## src/rtl/quad_sine_nco_if.sv

```systemverilog
// Control and sample bus of the quadrature NCO; the driver holds the master side.
// Inputs are sampled on clk; outputs change on clk and flow only on en_i cycles.
interface quad_sine_nco_if #(
    parameter int PHASE_W = 24,
    parameter int DW      = 16
);
    logic                 en_i;
    logic [PHASE_W-1:0]   freq_i;
    logic                 freq_load_i;
    logic [PHASE_W-1:0]   phase_ofs_i;
    logic                 sync_i;
    logic signed [DW-1:0] sin_o;
    logic signed [DW-1:0] cos_o;
    logic                 valid_o;

    modport master (
        output en_i, freq_i, freq_load_i, phase_ofs_i, sync_i,
        input  sin_o, cos_o, valid_o
    );

    modport slave (
        input  en_i, freq_i, freq_load_i, phase_ofs_i, sync_i,
        output sin_o, cos_o, valid_o
    );
endinterface

```

## src/rtl/quad_sine_nco.sv

```systemverilog
// Quadrature sine/cosine NCO: accumulator, offset + quarter-wave fold, dual-port ROM, sign restore.
// Accumulator value reaches sin_o/cos_o 3 enabled cycles later; en_i = 0 stalls every stage.
module quad_sine_nco #(
    parameter int PHASE_W   = 24,
    parameter int ADDR_BITS = 10,
    parameter int DW        = 16
) (
    input  logic clk,
    input  logic rst,
    quad_sine_nco_if.slave nco
);
    localparam int QA   = ADDR_BITS - 2;
    localparam int QN   = 1 << QA;
    localparam int PEAK = (1 << (DW - 1)) - 1;

    // Half-step sample points make entry i mirror entry QN-1-i exactly, so the
    // bit-inverted index folds quadrants 1 and 3 without an off-by-one.
    function automatic logic [DW-1:0] rom_entry(input int i);
        real x;
        x = real'(PEAK) * $sin((real'(i) + 0.5) * 3.14159265358979323846
                               / real'(1 << (ADDR_BITS - 1)));
        return DW'($rtoi(x + 0.5));
    endfunction

    logic [DW-1:0] rom [QN];
    for (genvar g = 0; g < QN; g++) begin : g_rom
        assign rom[g] = rom_entry(g);
    end

    logic [PHASE_W-1:0]   inc_q, acc_q, acc_d;
    logic [PHASE_W-1:0]   phase;
    logic [ADDR_BITS-1:0] taddr_s, taddr_c;
    logic [QA-1:0]        sin_idx_d, cos_idx_d, sin_idx_q, cos_idx_q;
    logic                 sin_neg1_q, cos_neg1_q, sin_neg2_q, cos_neg2_q;
    logic [DW-1:0]        sin_mag_q, cos_mag_q;
    logic signed [DW-1:0] sin_q, cos_q;
    logic [1:0]           fill_q;
    logic                 valid_q;

    always_comb begin
        acc_d = acc_q + inc_q;
        if (nco.sync_i) acc_d = '0;
    end

    assign phase     = acc_q + nco.phase_ofs_i;
    assign taddr_s   = ADDR_BITS'(phase >> (PHASE_W - ADDR_BITS));
    assign taddr_c   = taddr_s + ADDR_BITS'(QN);
    assign sin_idx_d = taddr_s[QA-1:0] ^ {QA{taddr_s[QA]}};
    assign cos_idx_d = taddr_c[QA-1:0] ^ {QA{taddr_c[QA]}};

    always_ff @(posedge clk or negedge rst) begin
        if (!rst) begin
            inc_q <= '0;
        end else if (nco.freq_load_i) begin
            inc_q <= nco.freq_i;
        end
    end

    always_ff @(posedge clk or negedge rst) begin
        if (!rst) begin
            acc_q      <= '0;
            sin_idx_q  <= '0;
            cos_idx_q  <= '0;
            sin_neg1_q <= 1'b0;
            cos_neg1_q <= 1'b0;
            sin_mag_q  <= '0;
            cos_mag_q  <= '0;
            sin_neg2_q <= 1'b0;
            cos_neg2_q <= 1'b0;
            sin_q      <= '0;
            cos_q      <= '0;
            fill_q     <= 2'd0;
        end else if (nco.en_i) begin
            acc_q      <= acc_d;
            sin_idx_q  <= sin_idx_d;
            cos_idx_q  <= cos_idx_d;
            sin_neg1_q <= taddr_s[ADDR_BITS-1];
            cos_neg1_q <= taddr_c[ADDR_BITS-1];
            sin_mag_q  <= rom[sin_idx_q];
            cos_mag_q  <= rom[cos_idx_q];
            sin_neg2_q <= sin_neg1_q;
            cos_neg2_q <= cos_neg1_q;
            sin_q      <= sin_neg2_q ? -sin_mag_q : sin_mag_q;
            cos_q      <= cos_neg2_q ? -cos_mag_q : cos_mag_q;
            if (fill_q != 2'd3) fill_q <= fill_q + 2'd1;
        end
    end

    // Updated every edge so a stalled cycle reports no new sample.
    always_ff @(posedge clk or negedge rst) begin
        if (!rst) valid_q <= 1'b0;
        else      valid_q <= nco.en_i && (fill_q == 2'd3);
    end

    assign nco.sin_o   = sin_q;
    assign nco.cos_o   = cos_q;
    assign nco.valid_o = valid_q;
endmodule
```

## src/flat_wrapper.sv

```systemverilog
// flat-port wrapper written by rule: the top's interface ports become plain ports
module quad_sine_nco_flat 
#(
    parameter int PHASE_W   = 24,
    parameter int ADDR_BITS = 10,
    parameter int DW        = 16
)
  (clk, rst, nco_en_i, nco_freq_i, nco_freq_load_i, nco_phase_ofs_i, nco_sync_i, nco_sin_o, nco_cos_o, nco_valid_o);
  quad_sine_nco_if #(.PHASE_W(PHASE_W), .DW(DW)) nco_i ();
  input  logic clk;
  input  logic rst;
  input wire logic [$bits(nco_i.en_i)-1:0] nco_en_i;
  input wire logic [$bits(nco_i.freq_i)-1:0] nco_freq_i;
  input wire logic [$bits(nco_i.freq_load_i)-1:0] nco_freq_load_i;
  input wire logic [$bits(nco_i.phase_ofs_i)-1:0] nco_phase_ofs_i;
  input wire logic [$bits(nco_i.sync_i)-1:0] nco_sync_i;
  output wire logic [$bits(nco_i.sin_o)-1:0] nco_sin_o;
  output wire logic [$bits(nco_i.cos_o)-1:0] nco_cos_o;
  output wire logic [$bits(nco_i.valid_o)-1:0] nco_valid_o;
  assign nco_i.en_i = nco_en_i;
  assign nco_i.freq_i = nco_freq_i;
  assign nco_i.freq_load_i = nco_freq_load_i;
  assign nco_i.phase_ofs_i = nco_phase_ofs_i;
  assign nco_i.sync_i = nco_sync_i;
  assign nco_sin_o = nco_i.sin_o;
  assign nco_cos_o = nco_i.cos_o;
  assign nco_valid_o = nco_i.valid_o;
  quad_sine_nco #(.PHASE_W(PHASE_W), .ADDR_BITS(ADDR_BITS), .DW(DW)) u_core (.clk(clk), .rst(rst), .nco(nco_i));
endmodule
```

## config.mk

```make
export PLATFORM = sky130hd
export DESIGN_NAME = quad_sine_nco_flat
export DESIGN_NICKNAME = d
export VERILOG_FILES = /design/src/rtl/quad_sine_nco_if.sv /design/src/rtl/quad_sine_nco.sv /design/src/flat_wrapper.sv
export SDC_FILE = /design/constraint.sdc
export NUM_CORES = 1
export LEC_CHECK = 0
export ABC_AREA = 1
export CAP_MARGIN = 20
export CORE_MARGIN = 5
export CORE_UTILIZATION = 50
export CTS_CLUSTER_DIAMETER = 30
export CTS_CLUSTER_SIZE = 12
export DETAILED_ROUTE_END_ITERATION = 6
export PLACE_DENSITY = 0.75
export SETUP_SLACK_MARGIN = 0.1
export SYNTH_ARGS = -nofsm -noshare
export SYNTH_HDL_FRONTEND = slang
export SYNTH_SLANG_ARGS = --single-unit
export TNS_END_PERCENT = 10
```

## constraint.sdc

```tcl
create_clock -name clk -period 2.1 [get_ports clk]
set_input_delay 0.63 -clock clk [delete_from_list [all_inputs] [get_ports clk]]
set_output_delay 0.63 -clock clk [all_outputs]
set_load 0.05 [all_outputs]
```

Yosys cells after proc, flatten, opt, wreduce, memory -nomap -nowiden
Memory sizes are Yosys's and may differ from the RTL's. A register that Yosys moved wholly into a read port is not among the register bits. Cells that the tools add are included.

$add $sub $neg: 6. Equality and inequality tests: 2. Muxes and demuxes: 3. Bitwise operators: 4. Reductions and logical operators: 4.

Operators with widths (number): $add 24x24->24 (2); $mux 16 (2); $neg 16->16 (2); $mux 24 (1); $not 8->9 (2); $xor 8x8->8 (2); $add 10x9->10 const B (1); $add 2x1->2 const B (1); $eq 2x2->1 const B (1); $logic_not 1->1 (2); $ne 2x2->1 const B (1); $reduce_and 2->1 (1); $logic_and 1x1->1 (1).

Register bits: 103. Bits in read-only memories: 8192. Output and inout port bits: 33. Logic and storage cells: 33. Memories kept: 2.

Memory list: (no name shown) (depth 256, bits a word 16, read ports 1, clocked after memory_dff 1, wr ports 0, RTL line quad_sine_nco.sv:80) `cos_mag_q <= rom[cos_idx_q];`; (no name shown) (depth 256, bits a word 16, read ports 1, clocked after memory_dff 1, wr ports 0, RTL line quad_sine_nco.sv:79) `sin_mag_q <= rom[sin_idx_q];`.

Depth between registers and ports, before layout
Depth after elaboration: 3. Depth in mapped cells: 16. Gate-level depth less buffers: 16.

Least setup slack after synthesis
Ideal clock, no wire load.

Kind: register to register. Start point: register u_core.sin_idx_q[1]. End point: register u_core.sin_mag_q[7]. Data arrival time: 2.084 ns. Setup slack: -0.102 ns. Stages on the path, launching flop included: 15. Period minus slack after synthesis: 2.202 ns. Cell sequence: dfrtp_1 > buf_2 > inv_1 > ha_1 > buf_2 > nand2_1 > nand2_1 > nand2_1 > o21ai_0 > nand2_1 > nand3_1 > a21oi_1 > nand3_1 > nand3_1 > nand2_1.

Cells in the longest elaborated chain, start to end: 1.

Ends and longest elaborated chain: from (decl) (RTL line quad_sine_nco.sv:33) `logic [QA-1:0] sin_idx_d, cos_idx_d, sin_idx_q, cos_idx_q;`; from (signal assigned) (RTL line quad_sine_nco.sv:75) `sin_idx_q <= sin_idx_d;`; $not 8->9 (not written as such) (RTL line quad_sine_nco.sv:79); to (decl) (RTL line quad_sine_nco.sv:35) `logic [DW-1:0] sin_mag_q, cos_mag_q;`.

Every way passes these cells. A chain may end at the register's enable or synchronous reset.

Worst setup path after layout
Start point: register u_core.sin_idx_q[1]. End point: register u_core.sin_mag_q[6].

Same word-level chain as after synthesis.

==> run metrics <==
status finished, violations left; failing checks DRC, setup timing; die height 186 um; crit start category flip-flop; largest net degree at the start of global routing 61; worst path arrival time roughly 2.7 ns; gpl congestion 1.14; CTS Buf Count 17; RSZ-0062 raised after global routing true; Worst path depth 14; Vias 22200; Crit Path Category flip-flop to flip-flop; worst slack at placement -0.680 ns; CTS root buf clkbuf_16; Final Power 44.8 mW; I/O pin count 86; Slew Limit Fails 0; wire per inst 23.0 um; Area contributors post-synth nand2_1, dfrtp_1, nand3_1; Clock Skew 0.0160 ns; TritonRoute pass-1 iters 7; clk buf depth 2; syn nets 2799; global route overflow 0; Slowest cell on crit path dfrtp_2; Max transition margin 0.583; Worst path top cell family by delay simple AND/OR/NAND/NOR gates; Rows 64; Worst-path clk slew about 0.06 ns; WP buf/inv 5; Pleak 10.8 nW; metal3 WL 11.6 mm; Initial Util 0.505; Layout area overhead 38.7%; switching part of the total 0.574; syn avg cell area 5.80 um2; VDD IR-drop max 1.11 mV; CP Capture Type flip-flop; DRT iter0 DRCs around 3600; Gate power share 0.821; Max Cap Viol 0; Avg Vias per Cell 6.38; clock share of power 0.071; clock insertion delay at the later pin of the skew report between 0.4 and 0.5 ns; core box area 30600 um2; sequential-to-total area share from yosys stat 0.215; Post-Synthesis Cells 2664; vias in the first global route 21100; Ys Warns 0; Synth Flop Type dfrtp_1; crit-path max FO 7; first-pass GRT wire length 119 mm; fraction of layout cells with a size suffix above 1 0.253; Post-Layout Cell Count 3473; DR DRC count 10; CP dominant cell by count nand2_1; Max stage delay on crit path 0.44 ns; H-Tree Depth 4; n_diodes 0; fmax 0.436 GHz; sequential power share 0.108; Detailed Place HPWL a little under 60 mm; R2R depth 14; Nets 3201; Internal Power 19.1 mW; FF+latch count, synth ~130; Post-synth EDFFs 0; initial antenna violation count 1; clock period minus worst slack 2.30 ns; Netlist cell types 49; Tcrit/Tclk final 1.09; setup TNS -3.23 ns; Worst EP required about 2.5 ns; Final WS setup -0.195 ns; clock sink total 133; type of the tightest min-delay check input port to async pin; Final Hold Viols 0; Mapped Area 15500 um2; synth cell count leaders nand2_1, nand3_1, nor2_1; count leader, synth nand2_1; Routed WL between 70 and 80 mm; Net Switching 25.7 mW; Finish-stage setup viols 38; highest routed layer met5; Worst-Margin Slew between 0.6 and 0.7 ns; worst path cell trace buf_6 -> buf_4 -> buf_4 -> nand2_1 -> buf_6 -> nand2_2 -> buf_4 -> nand3_1 -> nand2_1 -> nand2_1 -> nand4_1 -> nand2_1 -> nand2_1 -> nor2_1; port buffer count 85; dominant cell type by area after synthesis nand2_1; metal2 WL around 33 mm; # hold bufs at CTS 0; area share of the largest cell type after synthesis 0.220; total track usage 0.442; Final ANT Viol Nets 0; Pwr Density 2090 nW/um2; TritonCTS clock tree built; die area 34500 um2; ys async rst share 1.00; routed metal-1 wire length 29.1 mm; number of cells after detailed placement 3432; Die W 186 um
-- cells by family after synthesis --
logic type,after synthesis,share of synthesized area
adders and majority gates,82,0.0669
buffers and inverters,375,0.0960
xor gates and xnor gates,22,0.0125
and+or+nand+nor,1517,0.404
AOI/OAI and AO/OA,510,0.187
muxes,25,0.0182
DFF,133,0.215
-- power groups by stage --
| stage | logic [mW] | clock network [mW] | registers (mW) |
|---|---|---|---|
| after floorplan | 16.8 | 0 | 5.31 |
| after global placement | 32.2 | 0 | 4.65 |
| after detailed placement | 32.3 | 0 | 4.69 |
| after CTS | 33.6 | 3.13 | 4.71 |
| after global routing | 38.6 | 3.27 | 4.94 |
| final | 36.8 | 3.17 | 4.83 |
-- cell type report --
class	count	area (um2)
sequential	133	3350
clock inverter	8	123
multi-input combinational	2158	11800
clock buffer	22	474
timing repair buffer	508	4230
tap	396	495
inverter	248	961
fill	2527	9160
-- what timing repair did --
item / 4_1_cts / 5_1_grt
pin swaps: 47 / 36
resized for setup: 150 / 174
setup buffers: 8 / 1
endpoints found under the setup margin: 56 / 73
cloned: 2 / 0
-- sequential cells by signal, indices dropped and copies added (netlist names) --
signal              count
u_core.sin_neg2_q       1
u_core.sin_neg1_q       1
u_core.inc_q           24
u_core.sin_idx_q        8
u_core.cos_idx_q        8
u_core.cos_neg2_q       1
u_core.sin_mag_q       15
u_core.nco.valid_o      1
u_core.cos_neg1_q       1
u_core.nco.cos_o       16
u_core.fill_q           2
u_core.nco.sin_o       16
u_core.acc_q           24
u_core.cos_mag_q       15
-- per-layer routing --
layer  vias to the layer above  track usage
met5                         -            0
met4                         2        0.226
met3                       500        0.139
met2                      2010        0.667
met1                     10000        0.569
li1                       9650            -
-- final timing paths --
kind	startpoint	to	slack [ns]
max	u_core.sin_idx_q[1]	u_core.sin_mag_q[6]	-0.20
min	rst	u_core.cos_mag_q[9]	0.16
max reg2reg	u_core.sin_idx_q[1]	u_core.sin_mag_q[6]	-0.20
min reg2reg	u_core.fill_q[0]	u_core.fill_q[0]	0.48
max in group asynchronous	rst	u_core.acc_q[12]	1.28
min in group clk	u_core.fill_q[0]	u_core.fill_q[0]	0.48
-- layout by cell type, fill, tap and decap left out, types with 21 or more instances in the layout --
| cell | count |
|---|---|
| a21oi_2 | 21 |
| nand4_1 | 30 |
| o211ai_1 | 61 |
| mux2_2 | 25 |
| a21oi_1 | 112 |
| dfrtp_1 | 118 |
| inv_2 | 21 |
| ha_4 | 36 |
| buf_12 | 21 |
| o21ai_1 | 64 |
| nand3_1 | 259 |
| nand2_1 | 846 |
| nor2_1 | 214 |
| nor2_2 | 26 |
| inv_1 | 218 |
| clkdlybuf4s50_1 | 28 |
| nand2_2 | 54 |
| ha_1 | 35 |
| o21ai_0 | 153 |
| a31oi_1 | 28 |
| buf_4 | 426 |
-- per-stage QoR --
step | cell area [um2] | utilization | hold WS (ns)
2_1_floorplan | 15600 | - | 0.334
3_3_place_gp | 19700 | 0.644 | 0.464
3_5_place_dp | 19700 | 0.644 | 0.474
4_1_cts | 20800 | 0.680 | 0.205
5_1_grt | 21400 | 0.701 | 0.217
6_report | 21400 | 0.701 | 0.163
Power figures use the tool's default switching activity.
